==> config.mk <==
export PLATFORM = sky130hd
export DESIGN_NAME = instr_issue_seq
export DESIGN_NICKNAME = d
export VERILOG_FILES = /design/src/rtl/isa_pkg.sv /design/src/rtl/beat_counter.sv /design/src/rtl/instr_issue_seq.sv
export SDC_FILE = /design/constraint.sdc
export NUM_CORES = 1
export LEC_CHECK = 0
export ABC_CLOCK_PERIOD_IN_PS = 2800
export CAP_MARGIN = 10
export CORE_ASPECT_RATIO = 0.6
export CORE_MARGIN = 2
export CORE_UTILIZATION = 44
export CTS_CLUSTER_SIZE = 16
export DETAILED_ROUTE_END_ITERATION = 10
export PLACE_DENSITY = 0.83
export SKIP_CTS_REPAIR_TIMING = 1
export SYNTH_ARGS = -nofsm -noshare
export SYNTH_HDL_FRONTEND = slang
export SYNTH_SLANG_ARGS = --single-unit
==> constraint.sdc <==
create_clock -name clk -period 2.8 [get_ports clk]
set_input_delay 0.42 -clock clk [delete_from_list [all_inputs] [get_ports clk]]
set_output_delay 0.42 -clock clk [all_outputs]
set_load 0.05 [all_outputs]
==> src/rtl/isa_pkg.sv <==
// isa_pkg: instruction-type/opcode constants and issue-sequencer state shared by the issue block
package isa_pkg;
  localparam logic [1:0] TYPE_MEM  = 2'b00;
  localparam logic [1:0] TYPE_DATA = 2'b01;
  localparam logic [1:0] TYPE_CTRL = 2'b10;
  localparam logic [1:0] TYPE_VEC  = 2'b11;
  localparam logic [4:0] OP_STALL    = 5'b00101;
  localparam logic [4:0] OP_STALL_RD = 5'b00110;
  localparam logic [4:0] OP_STALL_WR = 5'b00111;
  localparam logic [1:0] SUB_LOAD   = 2'b00;
  localparam logic [1:0] SUB_STORE  = 2'b01;
  localparam logic [1:0] SUB_VLOAD  = 2'b10;
  localparam logic [1:0] SUB_VSTORE = 2'b11;
  typedef enum logic [1:0] {ST_ISSUE, ST_VREAD, ST_VWRITE, ST_BUBBLE} issue_state_t;
  function automatic int cnt_w(input int vec_beats, input int br_bubbles);
    int m;
    m = vec_beats > br_bubbles + 1 ? vec_beats : br_bubbles + 1;
    return m < 2 ? 1 : $clog2(m);
  endfunction
endpackage

==> src/rtl/beat_counter.sv <==
// beat_counter: loadable down-counter flagging the final beat of an expansion
module beat_counter #(
  parameter int W = 2
) (
  input  logic         clk,
  input  logic         rst,
  input  logic         load,
  input  logic         en,
  input  logic [W-1:0] load_val,
  output logic         last
);
  logic [W-1:0] cnt;
  // load on a new expansion, otherwise count down once per advancing slot
  always_ff @(posedge clk or negedge rst)
    if (!rst) cnt <= '0;
    else if (load) cnt <= load_val;
    else if (en && cnt != '0) cnt <= cnt - 1'b1;
  assign last = cnt == W'(1);
endmodule

==> src/rtl/instr_issue_seq.sv <==
// instr_issue_seq: issues fetched instructions to decode, expanding vector mem ops (and branches with ISSUE_BRANCH_BUBBLE_EN)
module instr_issue_seq
  import isa_pkg::*;
#(
  parameter int VEC_BEATS  = 4,
  parameter int BR_BUBBLES = 2,
  parameter int FIELD_W    = 20
) (
  input  logic               clk,
  input  logic               rst,
  input  logic               in_valid,
  output logic               in_ready,
  input  logic [1:0]         in_type,
  input  logic [4:0]         in_opcode,
  input  logic [FIELD_W-1:0] in_fields,
  input  logic               out_ready,
  input  logic               flush,
  output logic [1:0]         instruction_type,
  output logic [4:0]         opcode,
  output logic [FIELD_W-1:0] out_fields,
  output logic               busy
);
  localparam int CW = cnt_w(VEC_BEATS, BR_BUBBLES);
  localparam logic [CW-1:0] VEC_LOAD = CW'(VEC_BEATS - 1);
  issue_state_t state;
  logic flush_pend, cnt_last, is_vec, go_vec, go_bub;
  logic [CW-1:0] cnt_init;
  assign in_ready = rst && out_ready && state == ST_ISSUE && !flush && !flush_pend;
  assign is_vec = in_type == TYPE_MEM && (in_opcode[4:3] == SUB_VLOAD || in_opcode[4:3] == SUB_VSTORE);
  assign go_vec = VEC_BEATS > 1 && is_vec;
`ifdef ISSUE_BRANCH_BUBBLE_EN
  assign go_bub = BR_BUBBLES > 0 && in_type == TYPE_CTRL;
  assign cnt_init = go_vec ? VEC_LOAD : CW'(BR_BUBBLES);
`else
  assign go_bub = 1'b0;
  assign cnt_init = VEC_LOAD;
`endif
  assign busy = state != ST_ISSUE;
  beat_counter #(.W(CW)) u_cnt (
    .clk      (clk),
    .rst      (rst),
    .load     (in_ready && in_valid && (go_vec || go_bub)),
    .en       (out_ready && state != ST_ISSUE),
    .load_val (cnt_init),
    .last     (cnt_last)
  );
  // issue FSM: one output slot per advancing edge; flush inside a vector expansion is deferred
  always_ff @(posedge clk or negedge rst)
    if (!rst) begin
      state            <= ST_ISSUE;
      flush_pend       <= 1'b0;
      instruction_type <= TYPE_DATA;
      opcode           <= OP_STALL;
      out_fields       <= '0;
    end else if (out_ready) begin
      case (state)
        ST_ISSUE:
          if (flush || flush_pend) begin
            instruction_type <= TYPE_DATA;
            opcode           <= OP_STALL;
            flush_pend       <= 1'b0;
          end else if (in_valid) begin
            instruction_type <= in_type;
            opcode           <= in_opcode;
            out_fields       <= in_fields;
            state            <= go_vec ? (in_opcode[3] ? ST_VWRITE : ST_VREAD) : go_bub ? ST_BUBBLE : ST_ISSUE;
          end else begin
            instruction_type <= TYPE_DATA;
            opcode           <= OP_STALL;
          end
        ST_VREAD, ST_VWRITE: begin
          instruction_type <= TYPE_DATA;
          opcode           <= state == ST_VREAD ? OP_STALL_RD : OP_STALL_WR;
          if (flush) flush_pend <= 1'b1;
          if (cnt_last) state <= ST_ISSUE;
        end
`ifdef ISSUE_BRANCH_BUBBLE_EN
        ST_BUBBLE: begin
          instruction_type <= TYPE_DATA;
          opcode           <= OP_STALL;
          if (flush || cnt_last) state <= ST_ISSUE;
        end
`endif
        default: state <= ST_ISSUE;
      endcase
    end
endmodule

## Yosys cells after proc, flatten, opt, wreduce, memory -nomap -nowiden

Cells that the tools add are included.

| storage, ports and cells | value |
|---|---|
| input bits | 32 |
| bits in registers | 32 |
| output and inout bits | 29 |

| operators by class | value |
|---|---|
| $add $sub $neg | 1 |
| multiplexer cells | 18 |
| reductions and logical operators | 24 |
| equality and inequality tests | 10 |
| bitwise operators | 1 |

Operators by type and width:

| kind | count |
|---|---|
| 2-to-1 mux 2 bit | 9 |
| AND reduction 4 bit | 3 |
| 2-to-1 mux 5 bit | 2 |
| case mux 5 bit (2 select lines) | 1 |
| logical AND 1 bit | 9 |
| inequality test 2 bit, second input constant | 4 |
| case mux 2 bit (2 select lines) | 2 |
| nonzero test 2 bit | 4 |
| == test 2 bit, second input constant | 3 |
| == test 2 x 1 -> 1 bit, second input constant | 2 |
| logical NOT 2 bit | 2 |
| 2-to-1 mux 1 bit | 3 |
| logical NOT 1 bit | 2 |
| logical OR 1 bit | 2 |
| inequality test 2 x 1 -> 1 bit, second input constant | 1 |
| case mux 1 bit (2 select lines) | 1 |
| AND reduction 2 bit | 1 |
| OR reduction 2 bit | 1 |
| subtractor 2 x 1 -> 2 bit, second input constant | 1 |
| inverter 1 bit | 1 |

## Depth between registers and ports, before layout

| logic depth | value |
|---|---|
| depth after elaboration | 7 |
| gate-level depth with buffers | 6 |
| depth with buffers taken out | 6 |

## Hierarchy

Synthesis repeated with hierarchy kept, for this count alone.

| unflattened totals | value |
|---|---|
| cells, all modules | 109 |
| area total of the unflattened synthesis | 1416.4 µm² |

Modules (own cells, without submodules):

| module | seq. area each (µm²) | times used | cells each | area each (µm²) |
|---|---|---|---|---|
| instr_issue_seq | 754.5 | 1 | 95 | 1277.5 |
| beat_counter | 50.0 | 1 | 14 | 138.9 |

## Worst setup path after synthesis

No wires, ideal clock.

| timing | value |
|---|---|
| path type | flip-flop to output port |
| start | reg state[0] |
| end | out in_ready |
| required time | 2380 ps |
| path buffers | 0 |
| arrival | 1891 ps |
| stages on the path, launching flop included | 5 |
| setup slack | 489 ps |
| cells stage by stage | dfrtp_1 > inv_1 > ha_1 > nand3_1 > nor3_1 |

| between the ends | value |
|---|---|
| cells in the longest elaborated chain, start to end | 4 |

RTL lines:

| element | line | RTL |
|---|---|---|
| from (decl) | instr_issue_seq.sv:25 | `issue_state_t state;` |
| from (signal assigned) | instr_issue_seq.sv:66 | `state <= go_vec ? (in_opcode[3] ? ST_VWRITE : ST_VREAD) : go_bub ? ST_BUBBLE : ST_ISSUE;` |
| logical NOT 2 bit | instr_issue_seq.sv:28 | `assign in_ready = rst && out_ready && state == ST_ISSUE && !flush && !flush_pend;` |
| logical AND 1 bit (3 in series) | instr_issue_seq.sv:28 |  |
| to (decl) | instr_issue_seq.sv:12 | `output logic in_ready,` |

Every way passes these cells.

## Final worst setup path

| timing | value |
|---|---|
| start | reg state[0] |
| end | out busy |

| between the ends | value |
|---|---|
| cells in the longest elaborated chain, start to end | 1 |

RTL lines:

| element | line | RTL |
|---|---|---|
| nonzero test 2 bit | instr_issue_seq.sv:38 | `assign busy = state != ST_ISSUE;` |
| to (decl) | instr_issue_seq.sv:21 | `output logic busy` |

Every way passes these cells.

==> impl_metrics.env <==
export IMPL_design_area_um2=2150
export IMPL_synth_seq_cells=32
export IMPL_cp_start_kind="flip-flop"
export IMPL_syn_to_final_growth_pct=53.3
export IMPL_status="finished, final reports clean"
export IMPL_synth_compound_area_frac=0.0965
export IMPL_diodes=0
export IMPL_drc=0
export IMPL_wirelength_mm=3.20
export IMPL_fin_crit_sh=0.864
export IMPL_cpPeakStageDelay_ns=0.81
export IMPL_post_route_util=0.728
export IMPL_syn_cell_area_um2=1400
export IMPL_synthCells=109
export IMPL_required_ns=2.38
export IMPL_rsz0062_at_grt="false"
export IMPL_avgSynthCellArea_um2=12.8
export IMPL_yosys_area_share_adder=0.0447
export IMPL_crit_reg2reg_launch="state[0]"
export IMPL_clockBufferDepth=2
export IMPL_ant_nets=0
export IMPL_whs_ns=0.456
export IMPL_placed_area_um2=2060
export IMPL_drt_iter0_markers=38
export IMPL_insertion_delay_ns=0.28
export IMPL_path_buf_inv=3
export IMPL_power_w=0.00259
export IMPL_yosys_area_share_simple=0.0885
export IMPL_clk_pin_slew_ns=0.06
export IMPL_root_buffer="clkbuf_8"
export IMPL_cts_sinks=32
export IMPL_fin_nets=213
export IMPL_max_slew_margin=0.641
export IMPL_fmaxAchievable_ghz=0.413
export IMPL_crit_slowest_cell="clkdlybuf4s50_1"
export IMPL_via_per_inst=5.03
export IMPL_grt_pass1_vias=1120
export IMPL_fp_dieH_um=47.7
export IMPL_synth_top_family_by_area="multiplexers"
export IMPL_setup_tns_ns=0
export IMPL_antenna_found_initial=0
export IMPL_fin_skew_ns=0.00358
export IMPL_grt_pass1_wl_mm=5.37
export IMPL_holdCritPathClass="reg2reg"
export IMPL_cts_made_buffers=5
export IMPL_powerDensity_nw_per_um2=1210
export IMPL_dpl_hpwl_mm=2.50
export IMPL_cp_arrival_ns=2.00
export IMPL_die_area_um2=3660
export IMPL_grt_max_degree=33
export IMPL_layout_cells_most_common="clkdlybuf4s50_1"
export IMPL_num_rows=15
export IMPL_path_max_fanout=8
export IMPL_cap_violations=0
export IMPL_min_delay_start="opcode[0]"
export IMPL_cp_top_family="buffers and inverters"
export IMPL_drive_above_1_share=0.0904
export IMPL_gp_congestion=0.909
export IMPL_end_kind="output pin"
export IMPL_core_um2=2950
export IMPL_setup_violations=0
export IMPL_synthesis_nets=146
export IMPL_ys_types=24
export IMPL_cts_tree="done"
export IMPL_start_util=0.475
export IMPL_layout_common_cells="clkdlybuf4s50_1 (59), dfrtp_1 (29), mux2_1 (20)"
export IMPL_critical_path_class="reg2out"
export IMPL_ys_warn_count=0
export IMPL_synthFlopType="dfrtp_1"
export IMPL_peakVddDrop_v=0.000595
export IMPL_synth_edf_count=0
export IMPL_io_pins=61
export IMPL_dr_pass1_iters=4
export IMPL_path_cells="inv_1 -> ha_1 -> inv_2 -> clkdlybuf4s50_1"
export IMPL_synthArstFlopShare=1.00
export IMPL_p_leak_nw=0.914
export IMPL_hold_violations=0
export IMPL_tightest_slew_ns=0.537
export IMPL_drv_slew=0
export IMPL_groute_usage_overall=0.197
export IMPL_routedWlPerCell_um=14.6
export IMPL_dr_total_vias=1101
export IMPL_crit_start="state[0]"
export IMPL_ys_seq_area_frac=0.575
export IMPL_die_w_um=76.8
export IMPL_muxShareOfSynthArea=0.161
export IMPL_htreeDepth=2
export IMPL_gr_total_overflow=0
export IMPL_numPortBuffers=60
export IMPL_min_period_ns=2.42
export IMPL_synth_xor_area_frac=0
-- synth_stat cells (all sizes together) (2+ instances only) --
cell | instances | share of area
o21ai | 3 | 0.011
ha | 5 | 0.045
o22a | 2 | 0.013
a21oi | 5 | 0.018
a31oi | 2 | 0.0089
nor3 | 3 | 0.019
nor2 | 6 | 0.016
nand2 | 6 | 0.016
mux2 | 20 | 0.16
dfrtp | 29 | 0.52
o31ai | 3 | 0.016
dfstp | 3 | 0.056
nand3 | 3 | 0.011
inv | 7 | 0.019
nand2b | 3 | 0.013
buf | 2 | 0.016
a22o | 2 | 0.013
-- metal layers --
metal	wire, um	GRT usage	vias up	part of all wire
li1	-	-	522	-
met1	1410	0.247	507	0.44
met2	1330	0.298	63	0.42
met3	406	0.104	9	0.13
met4	48	0.0727	0	0.015
met5	0	0	-	0
-- cells by family (layout without fill, tap and decap cells) --
family,after synthesis,after routing
multiplexers,20,20
AND/OR/NAND/NOR,23,23
buffers and inverters,9,77
AO/OA/AOI/OAI,20,20
adder cells (fa/ha/maj),5,5
flip-flops,32,32
-- per-stage QoR --
| step | std cells | worst slack (ns) |
|---|---|---|
| 4_1_cts | 219 | 0.392 |
| 3_5_place_dp | 211 | 0.635 |
| 6_report | 219 | 0.381 |
| 2_1_floorplan | 109 | 0.489 |
| 3_3_place_gp | 211 | 0.732 |
| 5_1_grt | 219 | 0.335 |
-- state kept, by name (all words and copies together), names as in the netlist --
| register | count |
|---|---|
| opcode | 5 |
| out_fields | 20 |
| state | 2 |
| flush_pend | 1 |
| instruction_type | 2 |
| u_cnt.cnt | 2 |
-- layout make-up --
type | count | area (um^2)
Inverter | 7 | 26.3
Multi-Input combinational cell | 68 | 547
Tap cell | 42 | 52.6
Sequential cell | 32 | 805
Timing Repair Buffer | 62 | 626
Fill cell | 216 | 801
Clock buffer | 8 | 90.1
-- where the power goes --
group	internal [W]	total, W	switching [W]
Sequential	0.000671	0.000785	0.000114
Combinational	0.000511	0.00145	0.000936
Clock	0.000200	0.000354	0.000154
-- path summary, 6_finish.rpt --
check,slack [ns],cells after the start,endpoint
hold reg to reg,0.46,2,opcode[0]
hold / removal,0.46,2,opcode[0]
setup / recovery,0.38,4,busy
min in group asynchronous,0.60,2,u_cnt.cnt[0]
setup reg to reg,0.90,6,out_fields[15]
max in group asynchronous,1.87,2,instruction_type[0]
-- worst register-to-register path: stages (launching register included) --
cell     delay, ns
dfrtp_1       0.41
inv_1         0.10
ha_1          0.32
inv_2         0.11
nor3_4        0.18
buf_4         0.29
mux2_1        0.37
No activity file was read; power rests on OpenSTA's default activity.
